--- src/rtl/sliced_cla_adder.sv ---
// sliced_cla_adder: multi-cycle adder feeding 4-bit slices through one CLA; optional signed overflow via SLICED_ADDER_OVF_EN
module CarryLookAheadAdder4Bit (
  input  logic [3:0] a,
  input  logic [3:0] b,
  input  logic       c_in,
  output logic [3:0] s,
  output logic       c_out
);
  logic [3:0] g, p;
  logic c1, c2, c3;
  assign g = a & b;
  assign p = a ^ b;
  assign c1 = g[0] | (p[0] & c_in);
  assign c2 = g[1] | (p[1] & g[0]) | (p[1] & p[0] & c_in);
  assign c3 = g[2] | (p[2] & g[1]) | (p[2] & p[1] & g[0]) | (p[2] & p[1] & p[0] & c_in);
  assign c_out = g[3] | (p[3] & g[2]) | (p[3] & p[2] & g[1]) | (p[3] & p[2] & p[1] & g[0])
               | (p[3] & p[2] & p[1] & p[0] & c_in);
  assign s = p ^ {c3, c2, c1, c_in};
endmodule

module sliced_cla_adder #(
  parameter int NUMBITS = 16
) (
  input  logic               clk,
  input  logic               reset,
  input  logic               in_valid,
  output logic               in_ready,
  input  logic [NUMBITS-1:0] a_in,
  input  logic [NUMBITS-1:0] b_in,
  input  logic               c_in,
  output logic               out_valid,
  input  logic               out_ready,
  output logic [NUMBITS-1:0] s_out,
  output logic               c_out
`ifdef SLICED_ADDER_OVF_EN
  ,
  output logic               ovf_out
`endif
);
  localparam int NSLICE = NUMBITS / 4;
  localparam int CW = $clog2(NSLICE) + 1;
  typedef enum logic [1:0] {IDLE, ADD, DONE} state_t;
  state_t state, state_nxt;
  logic [NUMBITS-1:0] a_reg, b_reg, s_reg, s_nxt;
  logic carry_reg;
  logic [CW-1:0] cnt;
  logic [3:0] cla_s;
  logic cla_c;
  logic last;
  generate
    if ((NUMBITS % 4) != 0 || NUMBITS < 4) begin : g_bad
      $error("sliced_cla_adder: NUMBITS must be a multiple of 4 and >= 4");
    end
    if (NUMBITS == 4) begin : g_s1
      assign s_nxt = cla_s;
    end else begin : g_sn
      assign s_nxt = {cla_s, s_reg[NUMBITS-1:4]};
    end
  endgenerate
  CarryLookAheadAdder4Bit u_cla (
    .a(a_reg[3:0]),
    .b(b_reg[3:0]),
    .c_in(carry_reg),
    .s(cla_s),
    .c_out(cla_c)
  );
  assign last = cnt == CW'(NSLICE - 1);
  assign in_ready = state == IDLE && !reset;
  assign out_valid = state == DONE;
  // state register
  always_ff @(posedge clk or posedge reset)
    if (reset) state <= IDLE;
    else state <= state_nxt;
  // next state: accept in IDLE, leave ADD after the last slice, retire DONE on out_ready
  always_comb begin
    state_nxt = state;
    state_nxt = (state == IDLE && in_valid) ? ADD :
                (state == ADD && last) ? DONE :
                (state == DONE && out_ready) ? IDLE : state;
  end
  // operand capture, slice shifting and result latching
  always_ff @(posedge clk or posedge reset)
    if (reset) begin
      a_reg <= '0;
      b_reg <= '0;
      s_reg <= '0;
      carry_reg <= 1'b0;
      cnt <= '0;
      s_out <= '0;
      c_out <= 1'b0;
    end else if (state == IDLE && in_valid) begin
      a_reg <= a_in;
      b_reg <= b_in;
      carry_reg <= c_in;
      cnt <= '0;
      s_reg <= '0;
    end else if (state == ADD) begin
      a_reg <= a_reg >> 4;
      b_reg <= b_reg >> 4;
      s_reg <= s_nxt;
      carry_reg <= cla_c;
      cnt <= cnt + CW'(1);
      if (last) begin
        s_out <= s_nxt;
        c_out <= cla_c;
      end
    end
`ifdef SLICED_ADDER_OVF_EN
  logic a_msb, b_msb;
  // operand sign bits kept for the overflow flag
  always_ff @(posedge clk or posedge reset)
    if (reset) begin
      a_msb <= 1'b0;
      b_msb <= 1'b0;
    end else if (state == IDLE && in_valid) begin
      a_msb <= a_in[NUMBITS-1];
      b_msb <= b_in[NUMBITS-1];
    end
  assign ovf_out = out_valid && (a_msb == b_msb) && (s_reg[NUMBITS-1] != a_msb);
`endif
endmodule

--- config.mk ---
export PLATFORM = sky130hd
export DESIGN_NAME = sliced_cla_adder
export DESIGN_NICKNAME = d
export VERILOG_FILES = /design/src/rtl/sliced_cla_adder.sv
export SDC_FILE = /design/constraint.sdc
export NUM_CORES = 1
export LEC_CHECK = 0
export ABC_CLOCK_PERIOD_IN_PS = 2400
export CAP_MARGIN = 0
export CORE_MARGIN = 3
export CORE_UTILIZATION = 53
export CTS_BUF_LIST = sky130_fd_sc_hd__clkbuf_8
export CTS_CLUSTER_DIAMETER = 100
export CTS_CLUSTER_SIZE = 25
export DETAILED_ROUTE_END_ITERATION = 10
export GPL_ROUTABILITY_DRIVEN = 1
export PLACE_DENSITY = 0.9
export SYNTH_ARGS = -nofsm -noshare
export SYNTH_HDL_FRONTEND = slang
export SYNTH_SLANG_ARGS = --single-unit
--- constraint.sdc ---
create_clock -name clk -period 2.4 [get_ports clk]
set_clock_uncertainty 0.05 [all_clocks]
set_input_delay 0.24 -clock clk [delete_from_list [all_inputs] [get_ports clk]]
set_output_delay 0.24 -clock clk [all_outputs]
set_load 0.005 [all_outputs]
==> results.md <==
* Status: completed
* HP Class: input port to asynchronous set/reset pin
* Worst slew pin tran at 579 ps
* Cell variety after synth at 29
* Full die area at ~6400 um2
* Arr. time, crit path at 1550 ps
* Crit end category: output pin
* RSZ-0062 raised after global routing: no
* CP max FO at 10
* Final Non-Filler Cells at 404
* Area of the multi-input gates at about 1100 um2
* CTS Buffer Depth at 2
* Internal Pwr Total at around 3000 uW
* Syn avg cell area at roughly 11 um2
* Fmax at 0.544 GHz
* Post-route ant nets at 0
* Final core area utilization at between 70% and 80%
* FF+latch area at about 1700 um2
* Flip-flop and latch count after synthesis at 67
* Post-layout min period at around 1800 ps
* Port bufs at 55
* CP required at 2110 ps
* TritonCTS buffer count at 9
* CTS Hold Bufs at 0
* CTS sink count at 67
* Final setup viols at 0
* Diode count at 0
* Setup_tns at 0 ps
* GRT overflow at 0
* Setup crit start kind: flip-flop
* Post-synthesis cell count at 277
* I/O pins at between 50 and 60
* Largest area contributor in the netlist: dfrtp_1
* Rel. slew slack at around three fifths
* Via/cell ratio at 5.55
* CTS resizes at 0
* Setup CP Type: flip-flop to output pin
* Yosys warns at 0
* Drt pass-1 iters at 6
* Top cell type's share of synthesized area at between 50 and 60%
* Routed WL at 6180 um
* Placement row count at 26
* CTS tree: yes
* Htree depth at 3
* First-pass GRT wire length at ~11,000 um
* Setup bufs post-CTS at 0
* Slew Viols, Final at 0
* EDFF count, synth at 0
* Fin. Hold Viols at 0
* Power Density at 1260 nW/um2
* Top FF cell, synth: dfrtp_1
* Seq/Total Area, Yosys at between 50 and 60%
* Total GRT Usage at between 20% and 30%
* Post-route DRC at 0
* Die height at 80.3 um
* Largest net degree at the start of global routing at 48
* Worst vdd ir at around 0.59 mV
* Die Wd at between 80 and 90 um
* Crit share post-route at approximately three quarters
* Synth Cell Area at between 2000 and 3000 um2
* Post-synth ARST share at 100%
* Synth Net Count at around 320
* Max-cap violation count at 0
* Post-layout net count at ~370
* Initial Utilization at approximately 56%
* Wire per inst at around 15 um
* Core Region at between 5000 and 6000 um2
* DR iter-0 viols at ~220
* Fin Hold WS at between 200 and 250 ps
* Placer Congestion at 0.772
* Area Overhead vs Synth at 26.5%
* Logic pwr share at approximately two fifths
* Placed insts at 389
* Clock Power Share at about a fifth
* Hpwl dp at 4090 um
* Layout fillers at around 370
* Area contributors post-synth: dfrtp_1, nand2_1, a22oi_1, mux2_4, o21ai_0
* Clk root buf: clkbuf_8
* Pleak at 0.00177 uW
* Clk Latency, worst-skew pair at between 300 and 400 ps
* Switching Fraction at about 36%
* Reg power frac at about two fifths
* Share of post-route cells with drive strength above 1 at a little over a tenth
* Vias in the first global route at ~2,300
* Sw power at ~1700 uW
* Number of antenna violations at the first check in global routing at 0
* Reg clk slew, reported paths at 70 ps
* Vias at 2,243
[cells in the mapped netlist, types with 3 or more instances]
| cell | n |
|---|---|
| inv_1 | 3 |
| buf_6 | 3 |
| mux2_4 | 12 |
| buf_2 | 9 |
| a21oi_1 | 6 |
| nor2_1 | 3 |
| buf_4 | 3 |
| dfrtp_1 | 67 |
| xnor2_1 | 3 |
| nand2_1 | 94 |
| clkbuf_1 | 3 |
| ha_1 | 6 |
| o22ai_1 | 4 |
| a22oi_1 | 24 |
| o21ai_0 | 23 |
[critical path, cell delays in order, from the launching register on]
cell             delay, ps
dfrtp_1                480
nor3_1                 210
clkdlybuf4s50_1        520
[cell usage in the layout (no fill, tap or decap), types with 3 or more instances in the layout]
| cell | netlist | layout |
|---|---|---|
| nand2_1 | 94 | 94 |
| a22oi_1 | 24 | 24 |
| clkdlybuf4s50_1 | 0 | 55 |
| clkbuf_8 | 0 | 11 |
| mux2_4 | 12 | 12 |
| a21oi_1 | 6 | 6 |
| dfrtp_1 | 67 | 67 |
| xnor2_1 | 3 | 3 |
| nor2_1 | 3 | 3 |
| inv_1 | 3 | 4 |
| buf_4 | 3 | 4 |
| ha_1 | 6 | 6 |
| o21ai_0 | 23 | 23 |
| o22ai_1 | 4 | 4 |
[power by group through the flow]
stage / clock network, uW / registers (uW) / logic [uW]
6_report: 921 / 1910 / 1840
5_1_grt: 989 / 1970 / 2060
4_1_cts: 929 / 1910 / 1860
3_5_place_dp: 0 / 1920 / 1830
3_3_place_gp: 0 / 1890 / 1740
2_1_floorplan: 0 / 1830 / 1290
[routing by layer]
metal | wire length, um | track usage (%) | up-vias
met5 | 0 | 0 | -
met4 | 121 | 10.1 | 0
met3 | 288 | 4.26 | 10
met2 | 3110 | 34.8 | 73
met1 | 2660 | 28.2 | 1119
li1 | - | - | 1041
[logic make-up after synthesis]
group	Yosys count	share of synthesized area [%]
buf+inv	21	4.24
compound gates	61	12.9
simple gates	105	14.8
xor+xnor	3	0.899
mux	13	6.55
fa+ha+maj	7	3.25
flops	67	57.3
[layout make-up]
cell class                      instances  area share [%]
Clock buffer                           11            4.09
Clock inverter                          4            1.15
Inverter                                3           0.304
Multi-Input combinational cell        189            30.5
Sequential cell                        67            45.3
Tap cell                               70            2.37
Timing Repair Buffer                   60            16.2
[path summary, 6_finish.rpt]
kind	from	end	slack [ps]	depth (start not counted)
worst max-delay path	state[0]	in_ready	560	2
worst max register to register	a_reg[0]	s_reg[15]	670	5
worst min-delay path	reset	state[1]	210	2
worst min register to register	s_out[13]	s_out[13]	430	2
min in group clk	b_in[14]	b_reg[14]	390	3
max in group asynchronous	reset	b_reg[12]	1490	3
[per-stage QoR]
| step | cell area (um2) | power, uW | worst slack [ps] |
|---|---|---|---|
| 2_1_floorplan | 2920 | 3120 | 427 |
| 3_3_place_gp | 3500 | 3630 | 633 |
| 3_5_place_dp | 3500 | 3750 | 572 |
| 4_1_cts | 3700 | 4700 | 556 |
| 5_1_grt | 3700 | 5020 | 465 |
| 6_report | 3700 | 4670 | 563 |
Note: power is estimated with default switching activity, not from simulation.
